### config.mk
export PLATFORM = sky130hd
export DESIGN_NAME = pi_lane_permuter
export DESIGN_NICKNAME = d
export VERILOG_FILES = /design/src/rtl/pi_pkg.sv /design/src/rtl/pi_next_coord.sv /design/src/rtl/pi_lane_permuter.sv
export SDC_FILE = /design/constraint.sdc
export NUM_CORES = 1
export LEC_CHECK = 0
export CAP_MARGIN = 15
export CORE_ASPECT_RATIO = 2
export CORE_MARGIN = 4
export CORE_UTILIZATION = 40
export DETAILED_ROUTE_END_ITERATION = 6
export GPL_ROUTABILITY_DRIVEN = 0
export PLACE_DENSITY = 0.71
export SLEW_MARGIN = 20
export SYNTH_ARGS = -nofsm -noshare
export SYNTH_HDL_FRONTEND = slang
export SYNTH_HIERARCHICAL = 1
export SYNTH_SLANG_ARGS = --single-unit
### constraint.sdc
create_clock -name clk -period 9.2 [get_ports clk]
set_clock_uncertainty 0.1 [all_clocks]
set_input_delay 1.84 -clock clk [delete_from_list [all_inputs] [get_ports clk]]
set_output_delay 1.84 -clock clk [all_outputs]
set_load 0.02 [all_outputs]
### src/rtl/pi_pkg.sv
// Shared definitions for the pi lane permuter.
// Holds the lane count, the length of the pi cycle, the cycle start
// coordinate p0, the FSM state encoding, the lane index helper and a
// mod-5 adder on 3-bit coordinates.
package pi_pkg;

    localparam int         LANES     = 25;
    localparam logic [4:0] CYCLE_LEN = 5'd24;
    localparam logic [2:0] P0_X      = 3'd1;
    localparam logic [2:0] P0_Y      = 3'd0;

    typedef enum logic [1:0] {
        ST_IDLE  = 2'd0,
        ST_PRIME = 2'd1,
        ST_WALK  = 2'd2,
        ST_DONE  = 2'd3
    } pi_state_e;

    // Lane (x,y) lives at index 5*x+y of the flat line.
    function automatic logic [4:0] lane_idx(input logic [2:0] x, input logic [2:0] y);
        return ({2'b00, x} << 2) + {2'b00, x} + {2'b00, y};
    endfunction

    // (a+b) mod 5 for a,b in 0..4 without leaving 3 bits:
    // when a+b would reach 5 or more, a >= 5-b, and the result is a-(5-b).
    function automatic logic [2:0] add_mod5(input logic [2:0] a, input logic [2:0] b);
        logic [2:0] r;
        if (a >= (3'd5 - b)) begin
            r = a - (3'd5 - b);
        end else begin
            r = a + b;
        end
        return r;
    endfunction

endpackage

### src/rtl/pi_next_coord.sv
// Successor coordinate on the 24-lane pi cycle.
// Ports:
//   x_i, y_i    current coordinate (0..4 each)
//   inverse_i   0: forward pi step, 1: inverse pi step
//   x_o, y_o    next coordinate
// Forward:  (x,y) -> (y, 2x+3y)
// Inverse:  (x,y) -> (x+3y, x)
module pi_next_coord
    import pi_pkg::*;
(
    input  logic [2:0] x_i,
    input  logic [2:0] y_i,
    input  logic       inverse_i,
    output logic [2:0] x_o,
    output logic [2:0] y_o
);

    logic [2:0] x2_s;
    logic [2:0] y2_s;
    logic [2:0] y3_s;

    // Build 2x and 3y from chained mod-5 additions, then select the direction.
    always_comb begin
        x2_s = add_mod5(x_i, x_i);
        y2_s = add_mod5(y_i, y_i);
        y3_s = add_mod5(y2_s, y_i);
        x_o  = 3'd0;
        y_o  = 3'd0;
        if (inverse_i) begin
            x_o = add_mod5(x_i, y3_s);
            y_o = x_i;
        end else begin
            x_o = y_i;
            y_o = add_mod5(x2_s, y3_s);
        end
    end

endmodule

### src/rtl/pi_lane_permuter.sv
// In-place Keccak pi permutation over a 5x5 state of LANE_W-bit lanes.
// The 24 non-origin lanes form a single cycle under pi, so the result is
// produced by one hold lane rotating values around that cycle.
// Ports:
//   clk        rising-edge clock
//   rst        synchronous active-low reset
//   load       capture line_in into the state (idle only)
//   line_in    flat state, lane (x,y) at [(5x+y)*LANE_W +: LANE_W]
//   start      begin a permutation (idle only, load has priority)
//   inverse    sampled with start: 0 = pi, 1 = pi^-1 (needs INV_EN)
//   busy       high during PRIME and WALK
//   done       one-cycle pulse when state_out holds the result
//   state_out  state register, same packing as line_in
//   step_cnt   walk steps completed, 0..24
module pi_lane_permuter
    import pi_pkg::*;
#(
    parameter int LANE_W = 1,
    parameter bit INV_EN = 1'b1
) (
    input  logic                     clk,
    input  logic                     rst,
    input  logic                     load,
    input  logic [LANES*LANE_W-1:0]  line_in,
    input  logic                     start,
    input  logic                     inverse,
    output logic                     busy,
    output logic                     done,
    output logic [LANES*LANE_W-1:0]  state_out,
    output logic [4:0]               step_cnt
);

    localparam int P0_BASE = int'(lane_idx(P0_X, P0_Y)) * LANE_W;

    pi_state_e                 fsm_q,   fsm_d;
    logic [LANES*LANE_W-1:0]   state_q, state_d;
    logic [LANE_W-1:0]         hold_q,  hold_d;
    logic [2:0]                px_q,    px_d;
    logic [2:0]                py_q,    py_d;
    logic                      inv_q,   inv_d;
    logic [4:0]                step_q,  step_d;
    logic                      busy_q,  busy_d;
    logic                      done_q,  done_d;

    logic [2:0]                nx_s;
    logic [2:0]                ny_s;
    int                        d_base_s;

    pi_next_coord u_next (
        .x_i       (px_q),
        .y_i       (py_q),
        .inverse_i (inv_q),
        .x_o       (nx_s),
        .y_o       (ny_s)
    );

    // Bit offset of the destination lane for the current walk step.
    always_comb begin
        d_base_s = int'(lane_idx(nx_s, ny_s)) * LANE_W;
    end

    // Next-state logic for the FSM, the state file, the hold lane and the counter.
    always_comb begin
        fsm_d   = fsm_q;
        state_d = state_q;
        hold_d  = hold_q;
        px_d    = px_q;
        py_d    = py_q;
        inv_d   = inv_q;
        step_d  = step_q;
        case (fsm_q)
            ST_IDLE: begin
                if (load) begin
                    state_d = line_in;
                end else if (start) begin
                    inv_d  = inverse & INV_EN;
                    px_d   = P0_X;
                    py_d   = P0_Y;
                    step_d = 5'd0;
                    fsm_d  = ST_PRIME;
                end else begin
                    fsm_d = ST_IDLE;
                end
            end
            ST_PRIME: begin
                hold_d = state_q[P0_BASE +: LANE_W];
                fsm_d  = ST_WALK;
            end
            ST_WALK: begin
                // Drop the carried lane into its destination and pick up the one it displaces.
                state_d[d_base_s +: LANE_W] = hold_q;
                hold_d = state_q[d_base_s +: LANE_W];
                px_d   = nx_s;
                py_d   = ny_s;
                step_d = step_q + 5'd1;
                if (step_q == (CYCLE_LEN - 5'd1)) begin
                    fsm_d = ST_DONE;
                end else begin
                    fsm_d = ST_WALK;
                end
            end
            ST_DONE: begin
                fsm_d = ST_IDLE;
            end
            default: begin
                fsm_d = ST_IDLE;
            end
        endcase
        // Status flags are decoded from the next state so they leave a register.
        busy_d = (fsm_d == ST_PRIME) || (fsm_d == ST_WALK);
        done_d = (fsm_d == ST_DONE);
    end

    // State registers with synchronous active-low reset.
    always_ff @(posedge clk) begin
        if (!rst) begin
            fsm_q   <= ST_IDLE;
            state_q <= '0;
            hold_q  <= '0;
            px_q    <= 3'd0;
            py_q    <= 3'd0;
            inv_q   <= 1'b0;
            step_q  <= 5'd0;
            busy_q  <= 1'b0;
            done_q  <= 1'b0;
        end else begin
            fsm_q   <= fsm_d;
            state_q <= state_d;
            hold_q  <= hold_d;
            px_q    <= px_d;
            py_q    <= py_d;
            inv_q   <= inv_d;
            step_q  <= step_d;
            busy_q  <= busy_d;
            done_q  <= done_d;
        end
    end

    assign busy      = busy_q;
    assign done      = done_q;
    assign state_out = state_q;
    assign step_cnt  = step_q;

endmodule

After elaboration in Yosys (flattened, before gate mapping)
Cells that the tools add are included.
{"block": "word_totals", "register_bits": 42, "inputBits": 30}
{"block": "op_classes", "eq_ne": 10, "n_mux": 24, "n_bitwise": 1, "n_reduce_logical": 7, "n_addsub": 17, "shift": 3, "n_lt_le_gt_ge": 5}
{"cell": "case mux 25 bit (2 select lines)", "n": 1}
{"cell": "two-way mux 3 bit", "n": 11}
{"cell": "negation 5 -> 33 bit", "n": 1}
{"cell": "variable shift 1 x 33 -> 25 bit, first input constant", "n": 1}
{"cell": "variable part select 1 x 33 -> 25 bit", "n": 1}
{"cell": "bitwise mux 25 bit", "n": 1}
{"cell": "two-way mux 25 bit", "n": 1}
{"cell": "variable part select 25 x 6 -> 1 bit", "n": 1}
{"cell": "adder 3 bit", "n": 5}
{"cell": "greater-or-equal comparator 3 bit", "n": 5}
{"cell": "subtractor 3 bit", "n": 5}
{"cell": "case mux 3 bit (2 select lines)", "n": 2}
{"cell": "adder 5 x 3 -> 5 bit", "n": 2}
{"cell": "two-way mux 5 bit", "n": 2}
{"cell": "case mux 5 bit (2 select lines)", "n": 1}
{"cell": "subtractor 3 bit, first input constant", "n": 3}
{"cell": "equality test 2 bit, second input constant", "n": 4}
{"cell": "case mux 2 bit (4 select lines)", "n": 1}
{"cell": "!= test 2 bit, second input constant", "n": 3}
{"cell": "AND reduction 3 bit", "n": 2}
{"cell": "adder 5 x 1 -> 5 bit, second input constant", "n": 1}
{"cell": "equality test 5 bit, second input constant", "n": 1}
{"cell": "equality test 2 x 1 -> 1 bit, second input constant", "n": 2}
{"cell": "nonzero test 2 bit", "n": 2}
{"cell": "7 further kinds", "n": 8}

Depth between registers and ports, before layout
Gate-level depths: netlist (run 1).
{"block": "depth", "ltp_word": 15, "depth_mapped": 29, "ltp_nobuf": 28}

By module
The synthesis (run 1) kept the hierarchy.
{"module": "pi_lane_permuter", "cells_each": 330, "n_inst": 1, "area_per_inst_um2": 2865.2, "seq_area_each_um2": 840.8}
{"module": "pi_next_coord", "cells_each": 100, "n_inst": 1, "area_per_inst_um2": 818.3, "seq_area_each_um2": 0.0}

Least setup slack after synthesis (run 1)
OpenSTA, ideal clock, no wires.
{"block": "synth_path", "path_type": "register -> register", "startpoint": "register py_q[1]", "endpoint": "register state_q[16] (netlist: state_out[16])", "period_less_slack_ns": 7.083, "path_buffers": 2, "slack_ns": 2.117, "arrival_ns": 6.861, "setup_time_ns": 0.122, "stages_incl_launch_ff": 26, "path_cell_list": "dfxtp_1 buf_6 mux2i_1 ha_1 ha_1 inv_1 o21ai_1 a21oi_1 o21ai_1 xnor2_1 ha_1 a21oi_1 nand3_1 or3_1 nand3_1 inv_1 fa_1 fa_1 xnor2_2 nor2_1 ha_1 nand2b_1 nor2_1 clkbuf_1 a31oi_1 o311a_1"}
{"block": "synth_via", "elab_chain_len": 15}
{"element": "from (decl)", "line_no": "pi_lane_permuter.sv:39", "text": "logic [2:0] py_q, py_d;"}
{"element": "from (signal assigned)", "line_no": "pi_lane_permuter.sv:131", "text": "py_q <= py_d;"}
{"element": "subtractor 3 bit", "line_no": "pi_pkg.sv:28, pi_pkg.sv:29"}
{"element": "subtractor 3 bit / greater-or-equal comparator 3 bit (equally long branches)", "line_no": "pi_pkg.sv:29, pi_pkg.sv:28"}
{"element": "two-way mux 3 bit", "line_no": "pi_pkg.sv:28", "text": "if (a >= (3'd5 - b)) begin"}
{"element": "adder 3 bit (tied with other cells)", "line_no": "pi_pkg.sv:31", "text": "r = a + b;"}
{"element": "two-way mux 3 bit (*)", "line_no": "pi_pkg.sv:28"}
{"element": "subtractor 3 bit", "line_no": "pi_pkg.sv:28, pi_pkg.sv:29"}
{"element": "subtractor 3 bit / greater-or-equal comparator 3 bit (equally long branches)", "line_no": "pi_pkg.sv:29, pi_pkg.sv:28"}
{"element": "two-way mux 3 bit (*)", "line_no": "pi_pkg.sv:28"}
{"element": "two-way mux 3 bit (*)", "line_no": "pi_next_coord.sv:29", "text": "if (inverse_i) begin"}
{"element": "net nx_s[2]", "line_no": "pi_lane_permuter.sv:45", "text": "logic [2:0] nx_s;"}
{"element": "adder 5 x 3 -> 5 bit (*) (2 in a row)", "line_no": "pi_pkg.sv:21", "text": "return ({2'b00, x} << 2) + {2'b00, x} + {2'b00, y};"}
{"element": "negation 5 -> 33 bit (*)", "line_no": "pi_lane_permuter.sv:91", "text": "state_d[d_base_s +: LANE_W] = hold_q;"}
{"element": "variable part select 1 x 33 -> 25 bit / variable shift 1 x 33 -> 25 bit (equally long branches)", "line_no": "pi_lane_permuter.sv:91"}
{"element": "bitwise mux 25 bit (*)", "line_no": "pi_lane_permuter.sv:91"}
{"element": "case mux 25 bit (2 select lines) (*)", "line_no": "pi_lane_permuter.sv:71", "text": "case (fsm_q)"}
{"element": "to (signal assigned)", "line_no": "pi_lane_permuter.sv:128", "text": "state_q <= state_d;"}
{"element": "to (decl)", "line_no": "pi_lane_permuter.sv:36", "text": "logic [LANES*LANE_W-1:0] state_q, state_d;"}
Mark *: on every way through the listed nets, which the timed path passes. The rest lies on a longest branch.
A chain may end at the register's enable or synchronous reset.

Worst setup path in the final report (run 1)
Same ends and word-level chain as after synthesis.

==> results.json, run 1 <==
{
  "dp_hpwl_um": 8990,
  "layout-drive-gt1-share_pct": 9.32,
  "setup_tns_ns": 0,
  "nNetsFinal": 546,
  "ys_seq_area_share_pct": 22.8,
  "rsz0062_at_grt": "false",
  "grt_overflow_total": 0,
  "cts_sinks": 42,
  "p_int_uw": 394,
  "core_area_um2": 9010,
  "end_kind": "register",
  "cts.htree.levels": 2,
  "cts_buffers": 5,
  "cts-root-buf": "clkbuf_16",
  "min_period_ns": 7.83,
  "hold_viol_final": 0,
  "cts_resized": 0,
  "worstPathMaxFanout": 13,
  "critical_path_arrival_ns": 7.91,
  "final_cells": 585,
  "vias": 3631,
  "yosysTopAreaCellShare_pct": 22.8,
  "die_h_um": 144,
  "synth.avg_cell_area_um2": 8.57,
  "grt_max_degree": 38,
  "remaining_drc_errors": 0,
  "fin_util_pct": 49.8,
  "cts_tree": "built",
  "syn_area_um2": 3680,
  "postCtsSetupBuffers": 0,
  "grt.total_usage_pct": 22.7,
  "dp_cells": 577,
  "synth.distinct_cells": 70,
  "rows": 49,
  "ys.warnings.count": 6,
  "p_total_uw": 618,
  "routed_wl_um": 11400,
  "most-common-layout-cells": "clkdlybuf4s50_1, dfxtp_1, nor2_1, inv_1, ha_1",
  "yosys.area.top_type": "dfxtp_1",
  "vias_per_cell": 6.21,
  "drt_iter0_drc": 291,
  "p_sw_share_pct": 36.2,
  "ys.flop_type": "dfxtp_1",
  "maxSlewHeadroom_pct": 36.0,
  "seq_power_share_pct": 35.0,
  "synth_fp_nets": 494,
  "start_kind": "register",
  "syn2layout_area_growth_pct": 21.8,
  "first_pass_iters": 4,
  "syn_inst": 430,
  "outcome": "complete, no violations",
  "pwr-share-comb_pct": 36.0,
  "netlist_top_cells_area": "dfxtp_1, ha_1, a311oi_1",
  "switchingPower_uw": 224,
  "power_density_nw_per_um2": 138,
  "max_freq_mhz": 128,
  "power.share.clock_pct": 29.0,
  "clk_latency_ns": 0.29,
  "wl_per_cell_um": 19.5,
  "ir_worst_vdd_mv": 0.135,
  "grt_pass1_wl_um": 18800,
  "critical_path_required_ns": 9.28,
  "m1WireLength_um": 3560,
  "setup-violations-final": 0,
  "pre_cts_ws_ns": 1.48,
  "tightest_slew_ns": 0.954,
  "top_layer_used": "met4",
  "slew_viol_final": 0,
  "antenna_cells": 0,
  "fin_ws_ns": 1.37,
  "wl_met2_um": 6330,
  "ant_nets": 0,
  "clockBufferDepth": 2,
  "clk_pin_slew_ns": 0.06,
  "mostFrequentLayoutCell": "clkdlybuf4s50_1",
  "ys_ff_latch": 42,
  "fill_cells": 868,
  "ctsHoldBuffers": 0,
  "p_leak_nw": 1.70,
  "dieArea_um2": 10900,
  "period_share_pct": 85.1,
  "grt_pass1_vias": 3803,
  "synth_edf_count": 0,
  "async_flop_share_pct": 0,
  "io_buffer_count": 61,
  "antenna_found_initial": 0,
  "crit_type": "reg -> reg",
  "hp-class": "reg -> reg",
  "wl_met3_um": 477,
  "io_pins": 62,
  "cap_violations": 0,
  "die_x_um": 75.9,
  "start_util_pct": 40.9
}
==> synthesized netlist by cell type, types with 3 or more instances <==
master	instances
a211oi_1	6
a21boi_0	3
a21oi_1	10
a311o_1	3
a311oi_1	24
a31o_2	3
a31oi_1	9
a32o_1	3
and2_1	7
and3_1	5
buf_2	5
buf_4	4
buf_6	3
clkbuf_1	9
dfxtp_1	42
fa_1	7
ha_1	27
inv_1	29
mux2i_1	6
mux4_2	6
nand2_1	25
nand2b_1	4
nand3_1	14
nand4_1	7
nor2_1	36
nor2b_1	10
nor3_1	11
o211ai_1	7
o21ai_0	18
o21ai_1	7
o21bai_1	3
o221ai_1	4
o311a_1	4
or3_1	6
xnor2_1	9
xor2_1	10
==> power by group through the flow <==
stage	registers (mW)	clock network (mW)	logic (mW)
4_1_cts	0.216	0.184	0.221
5_1_grt	0.218	0.187	0.241
2_1_floorplan	0.232	0	0.124
6_report	0.216	0.179	0.223
3_3_place_gp	0.220	0	0.218
3_5_place_dp	0.220	0	0.220
==> routing by layer <==
metal  vias to the layer above  global-route usage (%)
met5                         -                       0
met4                         0                    17.8
met3                        60                    2.80
met2                       153                    40.9
met1                      1698                    22.0
li1                       1720                       -
==> worst paths after layout <==
kind	to	slack, ns	depth (start not counted)	from
max	state_out[16]	1.37	21	py_q[1]
max reg2reg	state_out[16]	1.37	21	py_q[1]
min	state_out[19]	0.37	2	state_out[19]
min reg2reg	state_out[19]	0.37	2	state_out[19]
==> critical path: stages (launching register included) <==
cell	delay [ns]
dfxtp_1	0.57
mux2i_1	0.30
ha_1	0.32
ha_1	0.33
inv_1	0.05
o21ai_1	0.22
a21oi_1	0.16
o21ai_1	0.77
xnor2_1	0.23
ha_1	0.36
a21oi_1	0.38
nand3_1	0.12
or3_1	0.32
nand3_1	0.22
inv_1	0.11
fa_1	0.52
fa_1	0.80
nor3b_4	0.41
o211ai_1	0.15
o22ai_1	0.76
a31oi_1	0.18
o311a_1	0.32
==> final cells by class <==
class,count,area (µm²),area share (%)
Sequential cell,42,841,18.7
Timing Repair Buffer,68,663,14.8
Clock buffer,5,125,2.79
Multi-Input combinational cell,334,2590,57.8
Clock inverter,3,21.3,0.474
Tap cell,102,128,2.85
Inverter,31,116,2.59
==> logic make-up (layout without fill, tap and decap cells) <==
kind of cell	after synthesis	count (layout)	share of synthesized area [%]
XOR/XNOR	21	21	5.40
buffers and inverters	54	107	6.83
flip-flops	42	42	22.8
adder cells (fa/ha/maj)	34	34	13.0
AND/OR/NAND/NOR	145	145	21.3
AO/OA/AOI/OAI	120	120	24.7
multiplexers	14	14	5.91
==> flip-flops by register name (all words and copies together), names as in the netlist <==
signal and count:
state_out 25, fsm_q 2, hold_q 1, step_cnt 5, inv_q 1, busy 1, py_q 3, done 1
px_q 3
==> metrics by stage <==
step,area [µm²],hold WS (ns)
final,4490,0.375
after floorplan,3680,0.399
after global routing,4490,0.418
after detailed placement,4340,0.370
after global placement,4340,0.366
after CTS,4490,0.382
Note: power is estimated with default switching activity, not from simulation.
==> inputs of run 2 (changes only) <==
--- a/config.mk
+++ b/config.mk
@@ -12,7 +12,6 @@
 export DETAILED_ROUTE_END_ITERATION = 6
 export GPL_ROUTABILITY_DRIVEN = 0
 export PLACE_DENSITY = 0.71
-export SLEW_MARGIN = 20
 export SYNTH_ARGS = -nofsm -noshare
 export SYNTH_HDL_FRONTEND = slang
 export SYNTH_HIERARCHICAL = 1
==> constraint.sdc (replaced) <==
create_clock -name clk -period 9.4 [get_ports clk]
set_clock_uncertainty 0.1 [all_clocks]
set_input_delay 1.88 -clock clk [delete_from_list [all_inputs] [get_ports clk]]
set_output_delay 1.88 -clock clk [all_outputs]
set_load 0.02 [all_outputs]
==> results.json, run 2 (same netlist as run 1, synthesis figures left out) <==
{
  "hold_viol_final": 0,
  "dpl_cell_area_um2": 4340,
  "p_leak_nw": 1.70,
  "most-common-layout-cells": "clkdlybuf4s50_1, dfxtp_1, nor2_1, inv_1, ha_1",
  "cts-root-buf": "clkbuf_16",
  "slowest_stage": "fa_1",
  "mostFrequentLayoutCell": "clkdlybuf4s50_1",
  "clockBufferDepth": 2,
  "outcome": "complete, no violations",
  "grt_overflow_total": 0,
  "critical_path.most_common_cell": "ha_1",
  "antenna_cells": 0,
  "clk_latency_ns": 0.29,
  "cts_tree": "built",
  "min_period_ns": 7.85,
  "largest_reg_flops": 25,
  "vias": 3635,
  "routed_wl_um": 11500,
  "critical_path_required_ns": 9.48,
  "grt_pass1_vias": 3814,
  "worstPathMaxFanout": 13,
  "grt.total_usage_pct": 23.0,
  "nNetsFinal": 546,
  "rsz0062_at_grt": "false",
  "hp-class": "reg -> reg",
  "finalInstanceArea_um2": 4490,
  "drt_iter0_drc": 184,
  "core_area_um2": 9010,
  "antenna_found_initial": 0,
  "crit_type": "reg -> reg",
  "ir_worst_vdd_mv": 0.145,
  "max_freq_mhz": 127,
  "start_kind": "register",
  "postCtsSetupBuffers": 0,
  "die_h_um": 144,
  "maxSlewHeadroom_pct": 36.8,
  "period_share_pct": 83.5,
  "die_x_um": 75.9,
  "dp_hpwl_um": 8990,
  "power_density_nw_per_um2": 135,
  "p_total_uw": 605,
  "end_kind": "register",
  "fin_util_pct": 49.8,
  "io_pins": 62,
  "layout-drive-gt1-share_pct": 9.32,
  "ant_nets": 0,
  "wl_per_cell_um": 19.7,
  "grt_max_degree": 38,
  "cp_top_family": "compound AO/OA/AOI/OAI gates",
  "vias_per_cell": 6.21,
  "cts_resized": 0,
  "syn2layout_area_growth_pct": 21.8,
  "ctsHoldBuffers": 0,
  "cp_cell_sequence": "mux2i_1 -> ha_1 -> ha_1 -> inv_1 -> o21ai_1 -> a21oi_1 -> o21ai_1 -> xnor2_1 -> ha_1 -> a21oi_1 -> nand3_1 -> or3_1 -> nand3_1 -> inv_1 -> fa_1 -> fa_1 -> nor3b_4 -> o211ai_1 -> o22ai_1 -> a31oi_1 -> o311a_1",
  "critical_path_arrival_ns": 7.93,
  "max_stage_delay_ns": 0.80,
  "first_pass_iters": 5,
  "io_buffer_count": 61,
  "setup_tns_ns": 0,
  "cap_violations": 0,
  "cts.htree.levels": 2,
  "cp_num_buf_inv": 2,
  "dieArea_um2": 10900,
  "start_util_pct": 40.9,
  "cts_buffers": 5,
  "rows": 49,
  "tightest_slew_ns": 0.942,
  "setup-violations-final": 0,
  "grt_pass1_wl_um": 19000,
  "remaining_drc_errors": 0,
  "clk_pin_slew_ns": 0.06,
  "slew_viol_final": 0,
  "cts_sinks": 42
}
run 2: metrics by stage:
step                hold WS, ns  worst slack, ns  cells
floorplan                 0.399             2.32    430
global placement          0.366             1.94    577
detailed placement        0.370             1.66    577
CTS                       0.382             1.60    585
global route              0.418            0.807    585
finish                    0.373             1.55    585
run 2: final timing paths:
check	cells past startpoint	slack (ns)	startpoint	end
worst max-delay path	21	1.55	py_q[1]	state_out[14]
worst min-delay path	2	0.37	state_out[19]	state_out[19]
worst max register to register	21	1.55	py_q[1]	state_out[14]
worst min register to register	2	0.37	state_out[19]	state_out[19]
run 2: layout make-up:
cell class | count | area [µm²]
clock inverters | 3 | 21.3
clock buffers | 5 | 125
multi-input cells | 334 | 2590
well taps | 102 | 128
repair buffers | 68 | 663
inverters | 31 | 116
fillers | 875 | 4530
flip-flops and latches | 42 | 841
run 2: report_power, final:
| part | switching (mW) | internal [mW] | leakage (nW) |
|---|---|---|---|
| registers | 0.0175 | 0.194 | 0.345 |
| clock network | 0.0764 | 0.0984 | 0.0698 |
| logic | 0.125 | 0.0935 | 1.29 |
| total | 0.219 | 0.386 | 1.70 |
run 2: worst min-delay path, delay by kind of cell, from the launching register on:
kind                   cells  cell delay, ns
DFF                        1            0.32
buffers and inverters      1            0.05
AOI/OAI and AO/OA          1            0.05
run 2: routing by layer:
metal	part of all wire (%)	wire (µm)	global-route usage, %
met5	0	0	0
met4	8.9	1030	18.2
met1	33	3760	21.9
met2	55	6280	41.0
met3	3.8	438	3.71
